==> config.mk <==
export PLATFORM = sky130hd
export DESIGN_NAME = amb_hakemi
export DESIGN_NICKNAME = d
export VERILOG_FILES = /design/src/rtl/amb_hakemi.sv
export SDC_FILE = /design/constraint.sdc
export NUM_CORES = 1
export LEC_CHECK = 0
export CAP_MARGIN = 5
export CORE_MARGIN = 5
export CORE_UTILIZATION = 38
export CTS_BUF_LIST = sky130_fd_sc_hd__clkbuf_4 sky130_fd_sc_hd__clkbuf_8 sky130_fd_sc_hd__clkbuf_16
export CTS_CLUSTER_SIZE = 24
export DETAILED_ROUTE_END_ITERATION = 8
export PLACE_DENSITY = 0.86
export SLEW_MARGIN = 20
export SYNTH_ARGS = -nofsm -noshare
export SYNTH_HDL_FRONTEND = slang
export SYNTH_SLANG_ARGS = --single-unit
==> constraint.sdc <==
create_clock -name clk_i -period 1.75 [get_ports clk_i]
set_clock_uncertainty 0.05 [all_clocks]
set_input_delay 0.2625 -clock clk_i [delete_from_list [all_inputs] [get_ports clk_i]]
set_output_delay 0.2625 -clock clk_i [all_outputs]
set_load 0.1 [all_outputs]
==> src/rtl/amb_hakemi.sv <==
// amb_hakemi: two-requester round-robin arbiter and sequencer for one shared
// combinational ALU (aritmetik_mantik_birimi).
//
// Ports:
//   clk_i, rst_ni      clock, asynchronous active-low reset
//   istek_gecerli_i    per-requester request valid (bit k = requester k)
//   istek_hazir_o      per-requester request ready (one-hot grant in BOSTA)
//   istek_kontrol_i    ALU op code, requester k at [k*KONTROL_BIT +: KONTROL_BIT]
//   istek_deger1_i     first operand, requester k at [k*VERI_BIT +: VERI_BIT]
//   istek_deger2_i     second operand, same slicing
//   sonuc_gecerli_o    per-requester result valid
//   sonuc_hazir_i      per-requester result ready
//   sonuc_o            registered ALU result
//   amb_kontrol_o      to ALU kontrol_i
//   amb_deger1_o       to ALU deger1_i
//   amb_deger2_o       to ALU deger2_i
//   amb_sonuc_i        from ALU sonuc_o
//   islem_sayaci_o     completed-transaction counter, wraps
module amb_hakemi #(
  parameter int unsigned VERI_BIT    = 32,
  parameter int unsigned KONTROL_BIT = 4,
  parameter int unsigned SAYAC_BIT   = 16
) (
  input  logic                     clk_i,
  input  logic                     rst_ni,
  input  logic [1:0]               istek_gecerli_i,
  output logic [1:0]               istek_hazir_o,
  input  logic [2*KONTROL_BIT-1:0] istek_kontrol_i,
  input  logic [2*VERI_BIT-1:0]    istek_deger1_i,
  input  logic [2*VERI_BIT-1:0]    istek_deger2_i,
  output logic [1:0]               sonuc_gecerli_o,
  input  logic [1:0]               sonuc_hazir_i,
  output logic [VERI_BIT-1:0]      sonuc_o,
  output logic [KONTROL_BIT-1:0]   amb_kontrol_o,
  output logic [VERI_BIT-1:0]      amb_deger1_o,
  output logic [VERI_BIT-1:0]      amb_deger2_o,
  input  logic [VERI_BIT-1:0]      amb_sonuc_i,
  output logic [SAYAC_BIT-1:0]     islem_sayaci_o
);

  typedef enum logic [1:0] {
    BOSTA   = 2'd0,
    HESAPLA = 2'd1,
    CEVAP   = 2'd2
  } durum_t;

  durum_t durum_q, durum_d;

  logic                   oncelik_q, oncelik_d;   // requester that wins a tie
  logic                   secili_q, secili_d;     // id of the requester being served
  logic [KONTROL_BIT-1:0] kontrol_q;
  logic [VERI_BIT-1:0]    deger1_q;
  logic [VERI_BIT-1:0]    deger2_q;
  logic [VERI_BIT-1:0]    sonuc_q;
  logic [SAYAC_BIT-1:0]   sayac_q;

  logic [1:0]             kazanan;                // one-hot grant candidate
  logic                   kabul;                  // request handshake this cycle
  logic                   yakala;                 // capture ALU result this cycle
  logic                   tuket;                  // response handshake this cycle

  logic [KONTROL_BIT-1:0] kontrol_sec;
  logic [VERI_BIT-1:0]    deger1_sec;
  logic [VERI_BIT-1:0]    deger2_sec;

  // Round-robin grant: single valid wins outright, a tie goes to oncelik_q.
  always_comb begin
    kazanan = 2'b00;
    case (istek_gecerli_i)
      2'b01:   kazanan = 2'b01;
      2'b10:   kazanan = 2'b10;
      2'b11:   kazanan = oncelik_q ? 2'b10 : 2'b01;
      default: kazanan = 2'b00;
    endcase
  end

  // Payload of the granted requester.
  assign kontrol_sec = kazanan[1] ? istek_kontrol_i[2*KONTROL_BIT-1:KONTROL_BIT]
                                  : istek_kontrol_i[KONTROL_BIT-1:0];
  assign deger1_sec  = kazanan[1] ? istek_deger1_i[2*VERI_BIT-1:VERI_BIT]
                                  : istek_deger1_i[VERI_BIT-1:0];
  assign deger2_sec  = kazanan[1] ? istek_deger2_i[2*VERI_BIT-1:VERI_BIT]
                                  : istek_deger2_i[VERI_BIT-1:0];

  // State register.
  always_ff @(posedge clk_i or negedge rst_ni) begin
    if (!rst_ni) begin
      durum_q   <= BOSTA;
      oncelik_q <= 1'b0;
      secili_q  <= 1'b0;
    end else begin
      durum_q   <= durum_d;
      oncelik_q <= oncelik_d;
      secili_q  <= secili_d;
    end
  end

  // Next state and handshake outputs.
  always_comb begin
    durum_d         = durum_q;
    oncelik_d       = oncelik_q;
    secili_d        = secili_q;
    istek_hazir_o   = 2'b00;
    sonuc_gecerli_o = 2'b00;
    kabul           = 1'b0;
    yakala          = 1'b0;
    tuket           = 1'b0;
    case (durum_q)
      BOSTA: begin
        // Ready is held low while reset is asserted.
        istek_hazir_o = rst_ni ? kazanan : 2'b00;
        if (kazanan != 2'b00) begin
          kabul     = 1'b1;
          secili_d  = kazanan[1];
          oncelik_d = ~kazanan[1];
          durum_d   = HESAPLA;
        end
      end
      HESAPLA: begin
        yakala  = 1'b1;
        durum_d = CEVAP;
      end
      CEVAP: begin
        sonuc_gecerli_o = secili_q ? 2'b10 : 2'b01;
        // Only the served requester's ready completes the response.
        if (sonuc_hazir_i[secili_q]) begin
          tuket   = 1'b1;
          durum_d = BOSTA;
        end
      end
      default: durum_d = BOSTA;
    endcase
  end

  // Operand/op, result and counter registers.
  always_ff @(posedge clk_i or negedge rst_ni) begin
    if (!rst_ni) begin
      kontrol_q <= '0;
      deger1_q  <= '0;
      deger2_q  <= '0;
      sonuc_q   <= '0;
      sayac_q   <= '0;
    end else begin
      if (kabul) begin
        kontrol_q <= kontrol_sec;
        deger1_q  <= deger1_sec;
        deger2_q  <= deger2_sec;
      end
      if (yakala) begin
        sonuc_q <= amb_sonuc_i;
      end
      if (tuket) begin
        sayac_q <= sayac_q + SAYAC_BIT'(1);
      end
    end
  end

  assign amb_kontrol_o  = kontrol_q;
  assign amb_deger1_o   = deger1_q;
  assign amb_deger2_o   = deger2_q;
  assign sonuc_o        = sonuc_q;
  assign islem_sayaci_o = sayac_q;

endmodule

==> results of run 1 <==
[stage by stage]
stage,area [um^2],instances,hold WS [ps],TNS (ps)
floorplan,5090,376,-83.1,0
global placement,9560,839,300,-4730
detailed placement,9560,839,313,-7670
CTS,10200,875,367,-368
global route,10200,875,373,-463
finish,10200,875,383,-218
[placed cells by master, fill, tap and decap left out, types with 2 or more instances in the layout]
master,count
xor2_1,6
clkinvlp_4,2
nor4_4,2
a21o_1,69
nand3_1,5
clkbuf_4,3
bufinv_16,2
nand2_1,6
a22o_1,68
dfrtp_2,5
dfrtp_1,107
buf_4,19
clkbuf_16,17
clkinv_2,3
xnor2_1,9
nand2b_1,3
mux2_2,34
clkbuf_8,5
nor2_4,2
dfrtp_4,8
nor2_1,4
clkdlybuf4s50_1,172
nand4_1,2
buf_12,125
and2_4,2
[critical path: stages (launching register included)]
cell and delay (ps):
dfrtp_1 410, nor2_4 150, nand2_2 80, a21oi_4 130
and2_4 170, buf_12 170
[final timing paths]
kind,endpoint,cells after the start
setup / recovery,istek_hazir_o[0],5
setup reg to reg,amb_deger1_o[30]$_DFFE_PN0P_,6
max in group asynchronous,amb_kontrol_o[1]$_DFFE_PN0P_,3
hold reg to reg,islem_sayaci_o[10]$_DFFE_PN0P_,1
min in group asynchronous,islem_sayaci_o[1]$_DFFE_PN0P_,3
hold / removal,amb_deger1_o[9]$_DFFE_PN0P_,2
[final cells by class]
type,count,area [um^2]
sequential,120,3040
multi-input combinational,229,1980
tap,176,220
clock buffer,25,517
timing repair buffer,317,4380
fill,718,2910
clock inverter,7,90.1
inverter,1,3.75
[registers in the layout (all words and copies together) (netlist names)]
register	count
amb_deger1_o	32
amb_deger2_o	32
sonuc_o	32
islem_sayaci_o	16
amb_kontrol_o	4
durum_q	2
oncelik_q	1
secili_q	1
[metal layers]
metal | wire length [um] | track usage (%) | vias to the layer above
met1 | 6630 | 25.7 | 2286
met2 | 10300 | 44.8 | 227
met5 | 0 | 0 | -
met3 | 1470 | 8.44 | 38
met4 | 545 | 10.7 | 0
li1 | - | - | 2014
[cells by family (layout without fill, tap and decap cells)]
family,after synthesis,in the layout
multiplexers,35,35
adder cells (fa/ha/maj),1,1
AO/OA/AOI/OAI,141,141
XOR/XNOR,15,15
flip-flops,120,120
AND/OR/NAND/NOR,37,37
buffers and inverters,27,350
[timing repair]
item,in CTS,in global routing
setup endpoints to repair,3,4
setup buffers,3,0
pin swaps,3,4
endpoints found under the hold margin,66,0
gates resized for setup,5,3
hold buffers,1,0
==> impl_metrics.py, run 1 <==
metrics = {
    "status": {
        "outcome": "finished with violations",
        "violations": "negative setup slack",
    },
    "min_path": {
        "hp-start": "istek_deger1_i[9]",
        "hp-class": "in2reg",
    },
    "routing": {
        "via_per_inst": 5.22,
        "wire_per_inst_um": 21.7,
        "drc": 0,
        "detail_route.iter0.violations": 278,
        "drtAntennaViolNets": 0,
        "first_pass_iters": 4,
        "num_vias": 4565,
        "drt_wl_total_um": 19000,
    },
    "timing": {
        "worst_pin_slew_ps": 728,
        "finalMaxSlewViolations": 0,
        "final.setup.worst_slack_ps": -79.5,
        "grt_setup_unrepaired": "true",
        "max_freq_mhz": 547,
        "finalCritPeriodShare_pct": 105,
        "hold_violations": 0,
        "finalSetupViolations": 4,
        "relSlewSlack_pct": 51.5,
        "period_needed_ps": 1830,
    },
    "worst_setup_path": {
        "critical_path_required_ps": 1440,
        "critPathLaunchType": "flop",
        "path_class": "reg2out",
        "arrival_ps": 1520,
        "cp-end-kind": "output pin",
        "cp-startpoint": "durum_q[1]$_DFFE_PN0P_",
        "critPathMaxFanout": 3,
        "regToRegStartpoint": "oncelik_q$_DFFE_PN0P_",
        "ff2ff_setup_slack_ps": 60,
    },
    "die": {
        "dieArea_um2": 15700,
        "die-height_um": 125,
        "rows": 42,
        "initial_core_util_pct": 38.4,
        "core-area_um2": 13100,
        "pin_count": 294,
        "dieWidth_um": 125,
    },
    "placed_design": {
        "place.gp.congestion": 0.849,
        "dpl.hpwl_um": 14200,
        "place_ws_ps": -149,
        "io_buffer_count": 293,
    },
    "clocking": {
        "insertion_delay_ps": 400,
        "cts_tree": "built",
        "cts.clk_slew.worst_paths_ps": 50,
        "cts_root_buffer": "clkbuf_16",
        "h-tree-depth": 4,
        "clockBufferDepth": 2,
        "cts.sink_count": 120,
        "cts_buffers": 17,
    },
    "finish": {
        "drive_above_1_share_pct": 34.2,
        "layout.nets": 861,
        "antenna_cells": 0,
        "fin_util_pct": 77.9,
        "area_growth_pct": 103,
    },
    "logic_synthesis": {
        "synthTopCellsByCount": "120 x dfrtp_1, 69 x a21o_1, 68 x a22o_1, 34 x mux2_2, 19 x buf_2",
        "synth_flop_cell": "dfrtp_1",
        "synth_top_family_by_area": "compound AO/OA/AOI/OAI gates",
        "synthArstFlopShare_pct": 100,
        "netlist_area_um2": 5050,
        "syn_inst": 376,
        "synth_edf_count": 0,
        "synth_simple_gate_area_share_pct": 4.83,
        "synth_fa_ha_area_share_pct": 0.248,
        "syn-num-nets": 551,
        "synth-xor-area-share_pct": 2.60,
        "synth_top_area_share_pct": 59.5,
        "yosysWarnings": 0,
        "synth-compound-area-share_pct": 22.5,
        "synth-seq-cells": 120,
        "synthTopCellsByArea": "dfrtp_1 59%, a22o_1 12%, a21o_1 10%",
        "post-synth-top-count-cell": "dfrtp_1",
        "avgSynthCellArea_um2": 13.4,
        "yosysUniqueCellTypes": 30,
        "yosysTopAreaCell": "dfrtp_1",
        "muxShareOfSynthArea_pct": 7.85,
        "ys_seq_area_share_pct": 59.5,
    },
    "grt": {
        "grt_pass1_vias": 5262,
        "grt.total_usage_pct": 24.6,
        "grt_max_degree": 67,
        "grt_pass1_wl_um": 30100,
        "antenna_found_initial": 0,
        "grt-ovfl-total": 0,
    },
    "flow_run": {
        "maxCapViolCount": 0,
    },
}
Power of run 1 is left out: the tool's default activity adds up to more than one toggle a clock period on the data nets, which glitch-free logic cannot reach.
==> inputs of run 2 (changes only) <==
- CORE_ASPECT_RATIO: unset -> 0.9
- SLEW_MARGIN: 20 -> unset
==> impl_metrics.py, run 2 (synthesis results as in run 1) <==
metrics = {
    "status": {
        "outcome": "finished with violations",
        "violations": "negative setup slack",
    },
    "routing": {
        "num_vias": 4590,
        "wire_per_inst_um": 21.5,
        "wl_met3_um": 1450,
        "drtAntennaViolNets": 0,
        "wl_met2_um": 10100,
        "wl_met1_um": 6630,
        "drc": 0,
        "detail_route.iter0.violations": 237,
        "via_per_inst": 5.25,
        "first_pass_iters": 4,
        "drt_wl_total_um": 18800,
        "top_layer": "met4",
    },
    "grt": {
        "grt_max_degree": 96,
        "grt_pass1_wl_um": 29400,
        "grt_pass1_vias": 5249,
        "antenna_found_initial": 0,
        "grt-ovfl-total": 0,
        "grt.total_usage_pct": 24.0,
    },
    "die": {
        "dieWidth_um": 132,
        "dieArea_um2": 15700,
        "die-height_um": 119,
        "pin_count": 294,
        "rows": 40,
        "initial_core_util_pct": 38.2,
        "core-area_um2": 13200,
    },
    "timing": {
        "hold_violations": 0,
        "final.setup.worst_slack_ps": -83.7,
        "finalMaxSlewViolations": 0,
        "max_freq_mhz": 545,
        "relSlewSlack_pct": 66.2,
        "period_needed_ps": 1830,
        "finalSetupViolations": 4,
        "grt_setup_unrepaired": "true",
        "finalCritPeriodShare_pct": 105,
        "worst_pin_slew_ps": 507,
    },
    "finish": {
        "antenna_cells": 0,
        "layout.nets": 868,
        "stdcell_count": 874,
        "final_common_cell": "clkdlybuf4s50_1",
        "drive_above_1_share_pct": 35.3,
        "fin_area_um2": 10400,
        "fin_util_pct": 78.6,
        "area_growth_pct": 106,
        "final_cell_mix": "172 x clkdlybuf4s50_1, 127 x buf_12, 107 x dfrtp_1",
    },
    "worst_setup_path": {
        "arrival_ps": 1520,
        "cp_slowest_cell": "dfrtp_1",
        "path_class": "reg2out",
        "cp-end-kind": "output pin",
        "path_cells": "nor2_4 > nand2_2 > a21oi_4 > and2_4 > buf_12",
        "critPathMaxFanout": 3,
        "critical_path_required_ps": 1440,
        "max_stage_delay_ps": 420,
        "r2r_cells": 6,
        "critPathLaunchType": "flop",
    },
    "clocking": {
        "cts_buffers": 17,
        "cts.clk_slew.worst_paths_ps": 60,
        "insertion_delay_ps": 420,
        "cts_tree": "built",
        "cts_root_buffer": "clkbuf_16",
        "clockBufferDepth": 2,
        "h-tree-depth": 4,
        "cts.sink_count": 120,
    },
    "placed_design": {
        "dpl_cell_area_um2": 9600,
        "dp.cells": 834,
        "place_ws_ps": -197,
        "io_buffer_count": 293,
        "dpl.hpwl_um": 13900,
        "place.gp.congestion": 0.829,
    },
    "min_path": {
        "hp-class": "in2reg",
        "whs_path_depth": 2,
    },
    "flow_run": {
        "maxCapViolCount": 0,
    },
}
## run 2: final timing paths
path / startpoint / end / slack [ps]
worst max-delay path: durum_q[1]$_DFFE_PN0P_ / istek_hazir_o[0] / -80
min in group asynchronous: rst_ni / amb_deger1_o[0]$_DFFE_PN0P_ / 430
worst min-delay path: istek_deger1_i[5] / amb_deger1_o[5]$_DFFE_PN0P_ / 370
worst max register to register: oncelik_q$_DFFE_PN0P_ / amb_deger2_o[3]$_DFFE_PN0P_ / 70
worst min register to register: islem_sayaci_o[15]$_DFFE_PN0P_ / islem_sayaci_o[15]$_DFFE_PN0P_ / 480
max in group asynchronous: rst_ni / sonuc_o[19]$_DFFE_PN0N_ / 790
## run 2: area by class of cell
type	instances	area, um^2
multi-input cells	229	2000
clock buffers	24	503
clock inverters	8	165
repair buffers	324	4470
well taps	168	210
inverters	1	3.75
fillers	713	2820
flip-flops and latches	120	3040
## run 2: per-layer routing
layer	global-route usage, %	up-vias
li1	-	2025
met5	0	-
met2	42.5	229
met1	25.9	2286
met4	10.9	0
met3	8.19	50
## run 2: timing repair
item,in CTS,in global routing
pin swaps,6,6
setup endpoints to repair,4,9
endpoints found under the hold margin,120,0
hold buffers,1,0
buffers inserted,3,4
resized for setup,9,7
## run 2: metrics by stage
stage | hold WS [ps] | setup TNS [ps]
CTS | 365 | -250
floorplan | -83.1 | 0
finish | 375 | -174
detailed placement | 307 | -11680
global placement | 311 | -8920
global route | 375 | -510
## run 2: worst max-delay path: cells and delay by family (launching register included)
kind	cells	cell delay, ps
DFF	1	420
AOI/OAI and AO/OA	1	130
buffers and inverters	1	170
and+or+nand+nor	3	390
Power of run 2 is left out for the same reason.
==> inputs of run 3 (changes only) <==
- CORE_UTILIZATION: 38 -> 34
- PLACE_DENSITY: 0.86 -> 0.81
- clock period: 1.75 -> 1.6 ns (I/O delays scaled with it)
==> impl_metrics.py, run 3 (synthesis results as in run 1) <==
metrics = {
    "status": {
        "violations": "negative setup slack",
        "outcome": "finished with violations",
    },
    "placed_design": {
        "dpl.hpwl_um": 14000,
        "io_buffer_count": 293,
        "place.gp.congestion": 0.814,
        "place_ws_ps": -279,
    },
    "timing": {
        "finalCritPeriodShare_pct": 111,
        "final.setup.worst_slack_ps": -184,
        "max_freq_mhz": 561,
        "finalSetupViolations": 4,
        "period_needed_ps": 1780,
        "hold_violations": 0,
        "worst_pin_slew_ps": 541,
        "grt_setup_unrepaired": "true",
        "setup_tns_ps": -593,
        "finalMaxSlewViolations": 0,
        "relSlewSlack_pct": 63.9,
    },
    "finish": {
        "antenna_cells": 0,
        "fin_util_pct": 70.8,
        "final_common_cell": "clkdlybuf4s50_1",
        "drive_above_1_share_pct": 35.2,
        "layout.nets": 864,
        "area_growth_pct": 105,
        "final_cell_mix": "172 x clkdlybuf4s50_1, 125 x buf_12, 106 x dfrtp_1",
    },
    "routing": {
        "drc": 0,
        "detail_route.iter0.violations": 177,
        "num_vias": 4562,
        "drt_wl_total_um": 19000,
        "wire_per_inst_um": 21.1,
        "via_per_inst": 5.07,
        "drtAntennaViolNets": 0,
        "first_pass_iters": 5,
    },
    "die": {
        "pin_count": 294,
        "initial_core_util_pct": 34.4,
        "die-height_um": 126,
        "rows": 42,
        "dieArea_um2": 17400,
        "core-area_um2": 14700,
        "dieWidth_um": 138,
    },
    "worst_setup_path": {
        "cp-end-kind": "output pin",
        "critPathLaunchType": "flop",
        "path_class": "reg2out",
        "critPathMaxFanout": 3,
        "critical_path_required_ps": 1310,
        "arrival_ps": 1490,
    },
    "clocking": {
        "cts_tree": "built",
        "cts_buffers": 17,
        "cts.sink_count": 120,
        "h-tree-depth": 4,
        "clockBufferDepth": 2,
        "cts.clk_slew.worst_paths_ps": 60,
        "insertion_delay_ps": 410,
        "cts_root_buffer": "clkbuf_16",
    },
    "grt": {
        "grt_pass1_vias": 5174,
        "grt_max_degree": 94,
        "grt.total_usage_pct": 21.6,
        "antenna_found_initial": 0,
        "grt_pass1_wl_um": 29500,
        "grt-ovfl-total": 0,
    },
    "flow_run": {
        "maxCapViolCount": 0,
    },
    "min_path": {
        "hp-class": "in2reg",
    },
}
==> run 3: changes by cell type in the layout (fill, tap and decap cells not counted), moves of 2 or more <==
cell and change:
dfrtp_4 +2, clkbuf_4 +3, clkbuf_16 +2, clkinvlp_4 +2
clkbuf_8 -4, buf_6 +2, buf_4 -7, buf_12 -2
bufinv_16 -2
==> run 3: worst max-delay path: stages (launching register included) <==
cell	delay (ps)
dfrtp_1	410
nor2_4	140
nand2_2	70
a21oi_4	120
and2_4	170
buf_12	160
==> run 3: routing by layer <==
metal	global-route usage, %	routed length, um
met3	6.94	1340
met2	37.8	10200
met5	0	0
met1	23.8	6800
met4	10.3	718
==> run 3: worst paths after layout <==
kind | from | to | slack (ps) | cells after the start
setup / recovery | durum_q[0]$_DFFE_PN0P_ | istek_hazir_o[0] | -180 | 5
hold / removal | istek_deger1_i[8] | amb_deger1_o[8]$_DFFE_PN0P_ | 360 | 2
setup reg to reg | durum_q[1]$_DFFE_PN0P_ | sonuc_o[7]$_DFFE_PN0N_ | 30 | 5
hold reg to reg | islem_sayaci_o[10]$_DFFE_PN0P_ | islem_sayaci_o[10]$_DFFE_PN0P_ | 460 | 1
max in group asynchronous | rst_ni | islem_sayaci_o[8]$_DFFE_PN0P_ | 570 | 3
min in group asynchronous | rst_ni | amb_deger2_o[27]$_DFFE_PN0P_ | 430 | 3
==> run 3: area by class of cell <==
class / count / area (um^2)
clock buffers: 23 / 470
clock inverters: 9 / 125
repair buffers: 320 / 4460
inverters: 1 / 3.75
well taps: 198 / 248
flip-flops and latches: 120 / 3050
fillers: 918 / 4290
multi-input cells: 229 / 2020
==> run 3: per-stage QoR <==
stage	cells	hold slack, ps	area [um^2]
4_1_cts	896	342	10300
3_3_place_gp	861	278	9610
2_1_floorplan	376	-106	5130
3_5_place_dp	861	281	9610
5_1_grt	900	353	10400
6_report	900	358	10400
==> run 3: what timing repair did <==
action | 4_1_cts | 5_1_grt
hold endpoints to repair | 120 | 0
gates resized for setup | 5 | 12
cloned | 0 | 3
buffers inserted | 2 | 2
hold buffers | 1 | 0
pin swaps | 8 | 3
setup endpoints to repair | 4 | 73
Power of run 3 is left out for the same reason.
